## config.mk

```make
export PLATFORM = sky130hd
export DESIGN_NAME = hazard_ctrl_flat
export DESIGN_NICKNAME = d
export VERILOG_FILES = /design/src/rtl/hazard_pkg.sv /design/src/rtl/hazard_ctrl_if.sv /design/src/rtl/hazard_cmp.sv /design/src/rtl/hazard_ctrl.sv /design/src/flat_wrapper.sv
export SDC_FILE = /design/constraint.sdc
export NUM_CORES = 1
export LEC_CHECK = 0
export CORE_AREA = 4 4 41 43
export CTS_CLUSTER_SIZE = 25
export DETAILED_ROUTE_END_ITERATION = 16
export DIE_AREA = 0 0 45 47
export SKIP_CTS_REPAIR_TIMING = 1
export SYNTH_ARGS = -nofsm -noshare
export SYNTH_HDL_FRONTEND = slang
export SYNTH_SLANG_ARGS = --single-unit
```

## constraint.sdc

```tcl
create_clock -name clk -period 5.3 [get_ports clk]
set_clock_uncertainty 0.1 [all_clocks]
set_input_delay 1.06 -clock clk [delete_from_list [all_inputs] [get_ports clk]]
set_output_delay 1.06 -clock clk [all_outputs]
set_load 0.05 [all_outputs]
```

## src/rtl/hazard_pkg.sv

```systemverilog
// Shared types and constants for the load-use hazard / pipeline-control unit.
// Optional statistics counters are built in when HAZARD_STATS_EN is defined.
package hazard_pkg;

  localparam int unsigned REG_W_DEF    = 5;
  localparam int unsigned LOAD_LAT_MAX = 4;

  typedef enum logic {
    RUN   = 1'b0,
    STALL = 1'b1
  } hz_state_t;

  typedef logic [REG_W_DEF-1:0] reg_addr_t;

endpackage

```

## src/rtl/hazard_ctrl_if.sv

```systemverilog
// Pipeline <-> hazard unit signal bundle; the pipeline is master, hazard_ctrl is slave.
// The stall/flush statistics outputs exist only when HAZARD_STATS_EN is defined.
interface hazard_ctrl_if #(
  parameter int unsigned REG_W = 5
);

  logic             id_ex_mem_read;
  logic [REG_W-1:0] id_ex_rd;
  logic [REG_W-1:0] if_id_rs;
  logic [REG_W-1:0] if_id_rt;
  logic             if_id_uses_rs;
  logic             if_id_uses_rt;
  logic             branch_taken;
  logic             mem_wait;

  logic             pc_write;
  logic             if_id_write;
  logic             if_id_flush;
  logic             ctrl_normal;
  logic             pipe_hold;
`ifdef HAZARD_STATS_EN
  logic [31:0]      stall_cycles;
  logic [31:0]      flush_count;
`endif

  modport master (
    output id_ex_mem_read, id_ex_rd, if_id_rs, if_id_rt,
    output if_id_uses_rs, if_id_uses_rt, branch_taken, mem_wait,
`ifdef HAZARD_STATS_EN
    input  stall_cycles, flush_count,
`endif
    input  pc_write, if_id_write, if_id_flush, ctrl_normal, pipe_hold
  );

  modport slave (
    input  id_ex_mem_read, id_ex_rd, if_id_rs, if_id_rt,
    input  if_id_uses_rs, if_id_uses_rt, branch_taken, mem_wait,
`ifdef HAZARD_STATS_EN
    output stall_cycles, flush_count,
`endif
    output pc_write, if_id_write, if_id_flush, ctrl_normal, pipe_hold
  );

endinterface

```

## src/rtl/hazard_cmp.sv

```systemverilog
// Combinational load-use compare: r0 never matches and each source is gated by its uses flag.
// Kept standalone so the forwarding unit can reuse the same qualification.
module hazard_cmp #(
  parameter int unsigned REG_W = 5
) (
  input  logic             mem_read,
  input  logic [REG_W-1:0] rd,
  input  logic [REG_W-1:0] rs,
  input  logic [REG_W-1:0] rt,
  input  logic             uses_rs,
  input  logic             uses_rt,
  output logic             hit_c
);

  logic rs_match_c;
  logic rt_match_c;

  assign rs_match_c = uses_rs && (rd == rs);
  assign rt_match_c = uses_rt && (rd == rt);
  assign hit_c      = mem_read && (rd != '0) && (rs_match_c || rt_match_c);

endmodule

```

## src/rtl/hazard_ctrl.sv

```systemverilog
// Load-use hazard FSM with branch flush and memory-wait freeze for the 5-stage pipeline.
// Define HAZARD_STATS_EN to add saturating stall_cycles / flush_count counters.
module hazard_ctrl
  import hazard_pkg::*;
#(
  parameter int unsigned REG_W    = REG_W_DEF,
  parameter int unsigned LOAD_LAT = 1
) (
  input  logic        clk,
  input  logic        rst,
  hazard_ctrl_if.slave hz
);

  localparam int unsigned CNT_W = $clog2(LOAD_LAT + 1);

  hz_state_t        state;
  hz_state_t        state_nxt;
  logic [CNT_W-1:0] cnt;
  logic [CNT_W-1:0] cnt_nxt;

  logic detect_c;
  logic pc_write_c;
  logic if_id_write_c;
  logic if_id_flush_c;
  logic ctrl_normal_c;
  logic pipe_hold_c;

  hazard_cmp #(
    .REG_W (REG_W)
  ) u_cmp (
    .mem_read (hz.id_ex_mem_read),
    .rd       (hz.id_ex_rd),
    .rs       (hz.if_id_rs),
    .rt       (hz.if_id_rt),
    .uses_rs  (hz.if_id_uses_rs),
    .uses_rt  (hz.if_id_uses_rt),
    .hit_c    (detect_c)
  );

  // State and remaining-bubble counter
  always_ff @(posedge clk) begin
    if (rst) begin
      state <= RUN;
      cnt   <= '0;
    end else begin
      state <= state_nxt;
      cnt   <= cnt_nxt;
    end
  end

  // Priority: mem_wait > branch_taken > ongoing stall / new detect > idle
  always_comb begin
    state_nxt     = state;
    cnt_nxt       = cnt;
    pc_write_c    = 1'b1;
    if_id_write_c = 1'b1;
    if_id_flush_c = 1'b0;
    ctrl_normal_c = 1'b1;
    pipe_hold_c   = 1'b0;

    if (hz.mem_wait) begin
      pc_write_c    = 1'b0;
      if_id_write_c = 1'b0;
      pipe_hold_c   = 1'b1;
    end else if (hz.branch_taken) begin
      // The stalled instruction is on the wrong path, so drop any pending stall
      if_id_flush_c = 1'b1;
      ctrl_normal_c = 1'b0;
      state_nxt     = RUN;
      cnt_nxt       = '0;
    end else if (state == STALL) begin
      pc_write_c    = 1'b0;
      if_id_write_c = 1'b0;
      ctrl_normal_c = 1'b0;
      cnt_nxt       = cnt - CNT_W'(1);
      if (cnt == CNT_W'(1)) begin
        state_nxt = RUN;
      end
    end else if (detect_c) begin
      pc_write_c    = 1'b0;
      if_id_write_c = 1'b0;
      ctrl_normal_c = 1'b0;
      if (LOAD_LAT > 1) begin
        state_nxt = STALL;
        cnt_nxt   = CNT_W'(LOAD_LAT - 1);
      end
    end
  end

  assign hz.pc_write    = pc_write_c;
  assign hz.if_id_write = if_id_write_c;
  assign hz.if_id_flush = if_id_flush_c;
  assign hz.ctrl_normal = ctrl_normal_c;
  assign hz.pipe_hold   = pipe_hold_c;

`ifdef HAZARD_STATS_EN
  logic [31:0] stall_cycles;
  logic [31:0] flush_count;

  // Bubble and flush counters; a mem_wait cycle has ctrl_normal=1 so it is never counted
  always_ff @(posedge clk) begin
    if (rst) begin
      stall_cycles <= '0;
      flush_count  <= '0;
    end else begin
      if (!ctrl_normal_c && !if_id_flush_c && (stall_cycles != '1)) begin
        stall_cycles <= stall_cycles + 32'd1;
      end
      if (if_id_flush_c && (flush_count != '1)) begin
        flush_count <= flush_count + 32'd1;
      end
    end
  end

  assign hz.stall_cycles = stall_cycles;
  assign hz.flush_count  = flush_count;
`endif

endmodule

```

## src/flat_wrapper.sv

```systemverilog
// flat-port wrapper written by rule: the top's interface ports become plain ports
module hazard_ctrl_flat import hazard_pkg::*;
#(
  parameter int unsigned REG_W    = REG_W_DEF,
  parameter int unsigned LOAD_LAT = 1
)
  (clk, rst, hz_id_ex_mem_read, hz_id_ex_rd, hz_if_id_rs, hz_if_id_rt, hz_if_id_uses_rs, hz_if_id_uses_rt, hz_branch_taken, hz_mem_wait, hz_pc_write, hz_if_id_write, hz_if_id_flush, hz_ctrl_normal, hz_pipe_hold);
  hazard_ctrl_if #(.REG_W(REG_W)) hz_i ();
  input  logic clk;
  input  logic rst;
  input wire logic [$bits(hz_i.id_ex_mem_read)-1:0] hz_id_ex_mem_read;
  input wire logic [$bits(hz_i.id_ex_rd)-1:0] hz_id_ex_rd;
  input wire logic [$bits(hz_i.if_id_rs)-1:0] hz_if_id_rs;
  input wire logic [$bits(hz_i.if_id_rt)-1:0] hz_if_id_rt;
  input wire logic [$bits(hz_i.if_id_uses_rs)-1:0] hz_if_id_uses_rs;
  input wire logic [$bits(hz_i.if_id_uses_rt)-1:0] hz_if_id_uses_rt;
  input wire logic [$bits(hz_i.branch_taken)-1:0] hz_branch_taken;
  input wire logic [$bits(hz_i.mem_wait)-1:0] hz_mem_wait;
  output wire logic [$bits(hz_i.pc_write)-1:0] hz_pc_write;
  output wire logic [$bits(hz_i.if_id_write)-1:0] hz_if_id_write;
  output wire logic [$bits(hz_i.if_id_flush)-1:0] hz_if_id_flush;
  output wire logic [$bits(hz_i.ctrl_normal)-1:0] hz_ctrl_normal;
  output wire logic [$bits(hz_i.pipe_hold)-1:0] hz_pipe_hold;
  assign hz_i.id_ex_mem_read = hz_id_ex_mem_read;
  assign hz_i.id_ex_rd = hz_id_ex_rd;
  assign hz_i.if_id_rs = hz_if_id_rs;
  assign hz_i.if_id_rt = hz_if_id_rt;
  assign hz_i.if_id_uses_rs = hz_if_id_uses_rs;
  assign hz_i.if_id_uses_rt = hz_if_id_uses_rt;
  assign hz_i.branch_taken = hz_branch_taken;
  assign hz_i.mem_wait = hz_mem_wait;
  assign hz_pc_write = hz_i.pc_write;
  assign hz_if_id_write = hz_i.if_id_write;
  assign hz_if_id_flush = hz_i.if_id_flush;
  assign hz_ctrl_normal = hz_i.ctrl_normal;
  assign hz_pipe_hold = hz_i.pipe_hold;
  hazard_ctrl #(.REG_W(REG_W), .LOAD_LAT(LOAD_LAT)) u_core (.clk(clk), .rst(rst), .hz(hz_i));
endmodule
```

; ---- Yosys cells after proc, flatten, opt, wreduce, memory -nomap -nowiden
; Cells that the tools add are included.
; Widths: inputs -> output; s select.
[classes]
bitwise_logic = 1
n_eq_ne = 2
addsub = 1
n_mux = 14
n_reduce_logical = 8
[ops]
columns = cell, count
row1 = $mux 1, 14
row2 = $eq 5x5->1, 2
row3 = $reduce_bool 5->1, 1
row4 = $logic_and 1x1->1, 4
row5 = $reduce_and 2->1, 1
row6 = $reduce_bool 2->1, 1
row7 = $logic_or 1x1->1, 1
row8 = $not 1->1, 1
row9 = $sub 1x1->1 const B, 1
[totals]
reg_bits = 2
wordCells = 28
in_bits = 22

; ---- Logic depth before layout (Yosys ltp)
; Gate-level depths: netlist (run 1).
[logic_depth]
depth_word = 8
depth_mapped = 5
depth_no_buf = 4

; ---- By module
; From an unflattened synthesis (run 1), not the netlist that was laid out.
[hier_totals]
cells_unflattened = 32
hier_area_um2 = 274.0
[by_module_without_submodules]
columns = module, n_inst, seq_area_each_um2, cells_per_inst, area_each_um2
row1 = hazard_ctrl, 1, 40.0, 15, 140.1
row2 = hazard_cmp, 1, 0.0, 17, 133.9

; ---- Worst setup path after synthesis (run 1)
; Ideal clock, no wire load.
[synth_timing]
kind = input to output
start = input port hz_id_ex_rd[0]
end = output port hz_pc_write
cell_stages = 5
path_buffers = 1
t_arrival_ns = 2.903
path_slack_ns = 1.237
cell_sequence = or4_1 -> o21ai_2 -> nor2_1 -> a221oi_2 -> buf_4
[synth_via]
elab_chain_len = 8
[synth_lines]
columns = item, line_no
row1 = "start, declared", flat_wrapper.sv:12  ; input wire logic [$bits(hz_i.id_ex_rd)-1:0] hz_id_ex_rd;
row2 = $eq 5x5->1 (on tied branches), "hazard_cmp.sv:18, hazard_cmp.sv:19"
row3 = $logic_and 1x1->1 (on tied branches), "hazard_cmp.sv:18, hazard_cmp.sv:19"
row4 = $logic_or 1x1->1, hazard_cmp.sv:20  ; assign hit_c = mem_read && (rd != '0) && (rs_match_c || rt_match_c);
row5 = $logic_and 1x1->1 *, hazard_cmp.sv:20
row6 = $mux 1 * (4 in series), -
row7 = "end, declared", flat_wrapper.sv:19  ; output wire logic [$bits(hz_i.pc_write)-1:0] hz_pc_write;
; Every way passes the cells marked *; elsewhere a longest branch is shown, timed or not.

; ---- Worst setup path after layout (run 1)
[layout_timing]
start = input port hz_id_ex_rd[0]
end = output port hz_if_id_write
[layout_via]
elab_chain_len = 8
[layout_lines]
columns = item, line_no
row1 = $eq 5x5->1 (on tied branches), "hazard_cmp.sv:18, hazard_cmp.sv:19"
row2 = $logic_and 1x1->1 (on tied branches), "hazard_cmp.sv:18, hazard_cmp.sv:19"
row3 = $logic_or 1x1->1, hazard_cmp.sv:20
row4 = $logic_and 1x1->1 *, hazard_cmp.sv:20
row5 = $mux 1 *, hazard_ctrl.sv:79  ; end else if (detect_c) begin
row6 = $mux 1 *, hazard_ctrl.sv:71  ; end else if (state == STALL) begin
row7 = $mux 1 *, hazard_ctrl.sv:65  ; end else if (hz.branch_taken) begin
row8 = $mux 1 *, hazard_ctrl.sv:61  ; if (hz.mem_wait) begin
row9 = "end, declared", flat_wrapper.sv:20  ; output wire logic [$bits(hz_i.if_id_write)-1:0] hz_if_id_write;
; Marks and branches as above.

==> out/qor.csv, run 1 <==
stage;metric;value;unit
timing;min_period;4.60;ns
timing;hold_ws;0.390;ns
hold_path;worstHoldPathType;register to register;
power;p_leak;0.192;nW
worst_setup_path;startpoint;hz_id_ex_rd[0];
global_route;overflow;0;
worst_setup_path;end_kind;output port;
die;ios;27;
detailed_routing;viasPerCell;4.34;
worst_setup_path;r2r_slack;4.40;ns
global_route;antenna_found_initial;0;
clocking;cts_sinks;2;
global_route;grtUsageTotal;8.99;%
global_route;grt_max_degree;9;
die;initial_utilization;20.0;%
die;rows;13;
yosys;synth_nets;57;
timing;hold_viol;0;
die;core;1300;sq um
detailed_routing;ant_nets;0;
detailed_routing;wl_per_cell;11.0;um
yosys;yosysWarnings;0;
yosys;syn_area;260;sq um
worst_setup_path;path_class;input pin to output port;
worst_setup_path;critPathLaunchType;input pin;
worst_setup_path;r2r_start;u_core.state;
hold_path;holdPathStages;2;
timing;fmax;217;MHz
detailed_routing;drtPass1Iterations;1;
clocking;clk_latency;0.22;ns
worst_setup_path;arrival;3.44;ns
worst_setup_path;cp.required;4.14;ns
worst_setup_path;worstPathMaxFanout;3;
clocking;htreeDepth;1;
global_route;grt_use_met3;1.53;%
yosys;ys_ff_latch;2;
global_route;grt_pass1_vias;335;
timing;tightest_slew;0.498;ns
worst_setup_path;cp-endpoint;hz_if_id_write;
global_route;use_met2;15.8;%
worst_setup_path;r2r_end;u_core.cnt;
final_layout;fillers;144;
final_layout;nNetsFinal;86;
detailed_routing;wl;850;um
clocking;clkTransAtPathRegs;0.03;ns
detailed_routing;drt-initial-drc-count;0;
worst_setup_path;reg2regPathDepth;3;
timing;finalCritPeriodShare;86.8;%
power;vdd_drop_max;0.0498;mV
run;cap_violations;0;
clocking;cts_tree;yes;
final_layout;antenna_cells;0;
final_layout;area_growth;110;%
die;dieArea;2120;sq um
global_route;top_usage_layer;met2;
yosys;ys_seq_area_share;15.4;%
yosys;postSynthAreaPerCell;7.44;sq um
place;place_congestion;0.681;
clocking;cts_buffer_depth;2;
global_route;grt_pass1_wl;1420;um
power;p_per_area;166;nW/um^2
status;status;completed;
timing;finalSetupViolations;0;
place;dp_hpwl;718;um
place;numPortBuffers;26;
yosys;synth.distinct_cells;15;
timing;rsz0062_at_grt;false;
die;dieWidth;45;um
timing;setup_tns;0;ns
final_layout;drive_above_1_share;8.06;%
global_route;use_met1;10.9;%
clocking;cts_buffers;3;
final_layout;fin_area;547;sq um
yosys;synthCells;35;
detailed_routing;vias;334;
timing;slew_viol_final;0;
die;dieHeight;47;um
clocking;clock-root-buffer;clkbuf_4;
place;placed_area;524;sq um
detailed_routing;drcViolationCount;0;
timing;relSlewSlack;66.7;%
## layer usage
layer	routed length (um)	part of all wire, %	up-vias
met1	314	37	142
met4	0	0	0
li1	-	-	174
met5	0	0	-
met2	416	49	18
met3	118	14	0
## synth_stat cells
master | instances | area [sq um]
o21ai_0 | 1 | 5.00
buf_4 | 2 | 15.0
xnor2_1 | 10 | 87.6
nor2_1 | 7 | 26.3
nand3b_1 | 1 | 7.51
a21oi_1 | 2 | 10.0
a221oi_2 | 1 | 15.0
o22ai_1 | 1 | 6.26
inv_1 | 1 | 3.75
nor3b_1 | 1 | 7.51
nand4_1 | 2 | 12.5
or4_1 | 1 | 7.51
o21ai_2 | 1 | 8.76
nand2_1 | 2 | 7.51
dfxtp_1 | 2 | 40.0
## placed cells by master, fill, tap and decap left out, drive strengths merged
master,synthesis,routed
a221oi,1,1
a21oi,2,2
clkbuf,0,3
clkdlybuf4s50,0,26
xnor2,10,10
dfxtp,2,2
nand2,2,2
o22ai,1,1
inv,1,1
nand3b,1,1
nor3b,1,1
o21ai,2,2
nand4,2,2
or4,1,1
nor2,7,7
## through the flow
step | worst slack, ns | cells | power [mW] | utilization [%]
6_report | 0.700 | 77 | 0.0906 | 42.0
5_1_grt | 0.587 | 77 | 0.0959 | 42.0
4_1_cts | 0.678 | 77 | 0.0926 | 42.0
3_5_place_dp | 0.679 | 74 | 0.0581 | 40.3
3_3_place_gp | 0.742 | 74 | 0.0578 | 40.3
2_1_floorplan | 1.24 | 35 | 0.0352 | -
## logic make-up (layout without fill, tap and decap cells)
| kind of cell | after synthesis | in the layout | share of synthesized area, % |
|---|---|---|---|
| buffers and inverters | 3 | 30 | 7.21 |
| AO/OA/AOI/OAI | 6 | 6 | 17.3 |
| XOR/XNOR | 10 | 10 | 33.7 |
| AND/OR/NAND/NOR | 14 | 14 | 26.4 |
| flip-flops | 2 | 2 | 15.4 |
## state kept, by name, summed over array words and instances, names as in the netlist
signal	count
u_core.cnt	1
u_core.state	1
## worst min-delay path by stage
stage          startpoint    endpoint
6_report       u_core.cnt  u_core.cnt
5_1_grt        u_core.cnt  u_core.cnt
4_1_cts        u_core.cnt  u_core.cnt
3_5_place_dp   u_core.cnt  u_core.cnt
3_3_place_gp   u_core.cnt  u_core.cnt
2_1_floorplan  u_core.cnt  u_core.cnt
## report_power, final
part           internal (mW)  switching, mW  leakage (nW)
registers             0.0152              0        0.0161
logic                 0.0239         0.0186         0.162
clock network         0.0250        0.00801        0.0138
total                 0.0640         0.0266         0.192
## critical path, cell delays in order
cell and delay [ns]:
clkdlybuf4s50_1 0.48, or4_1 0.56, o21ai_2 0.15, nor2_1 0.06, a221oi_2 0.27, clkdlybuf4s50_1 0.86
## layout make-up
cell class              count  area [sq um]  area share (%)
repair buffers             26           260            47.6
multi-input cells          30           201            36.8
flip-flops and latches      2          40.0            7.32
clock buffers               3          22.5            4.12
well taps                  15          18.8            3.43
inverters                   1          3.75           0.686
Note: power is estimated with default switching activity, not from simulation.
==> run 2: changes to the inputs <==
--- a/config.mk
+++ b/config.mk
@@ -9,6 +9,7 @@
 export CTS_CLUSTER_SIZE = 25
 export DETAILED_ROUTE_END_ITERATION = 16
 export DIE_AREA = 0 0 45 47
+export SETUP_SLACK_MARGIN = 0.05
 export SKIP_CTS_REPAIR_TIMING = 1
 export SYNTH_ARGS = -nofsm -noshare
 export SYNTH_HDL_FRONTEND = slang
==> results of run 2 <==
The final DEF is identical to that of run 1; final timing and power are the same.
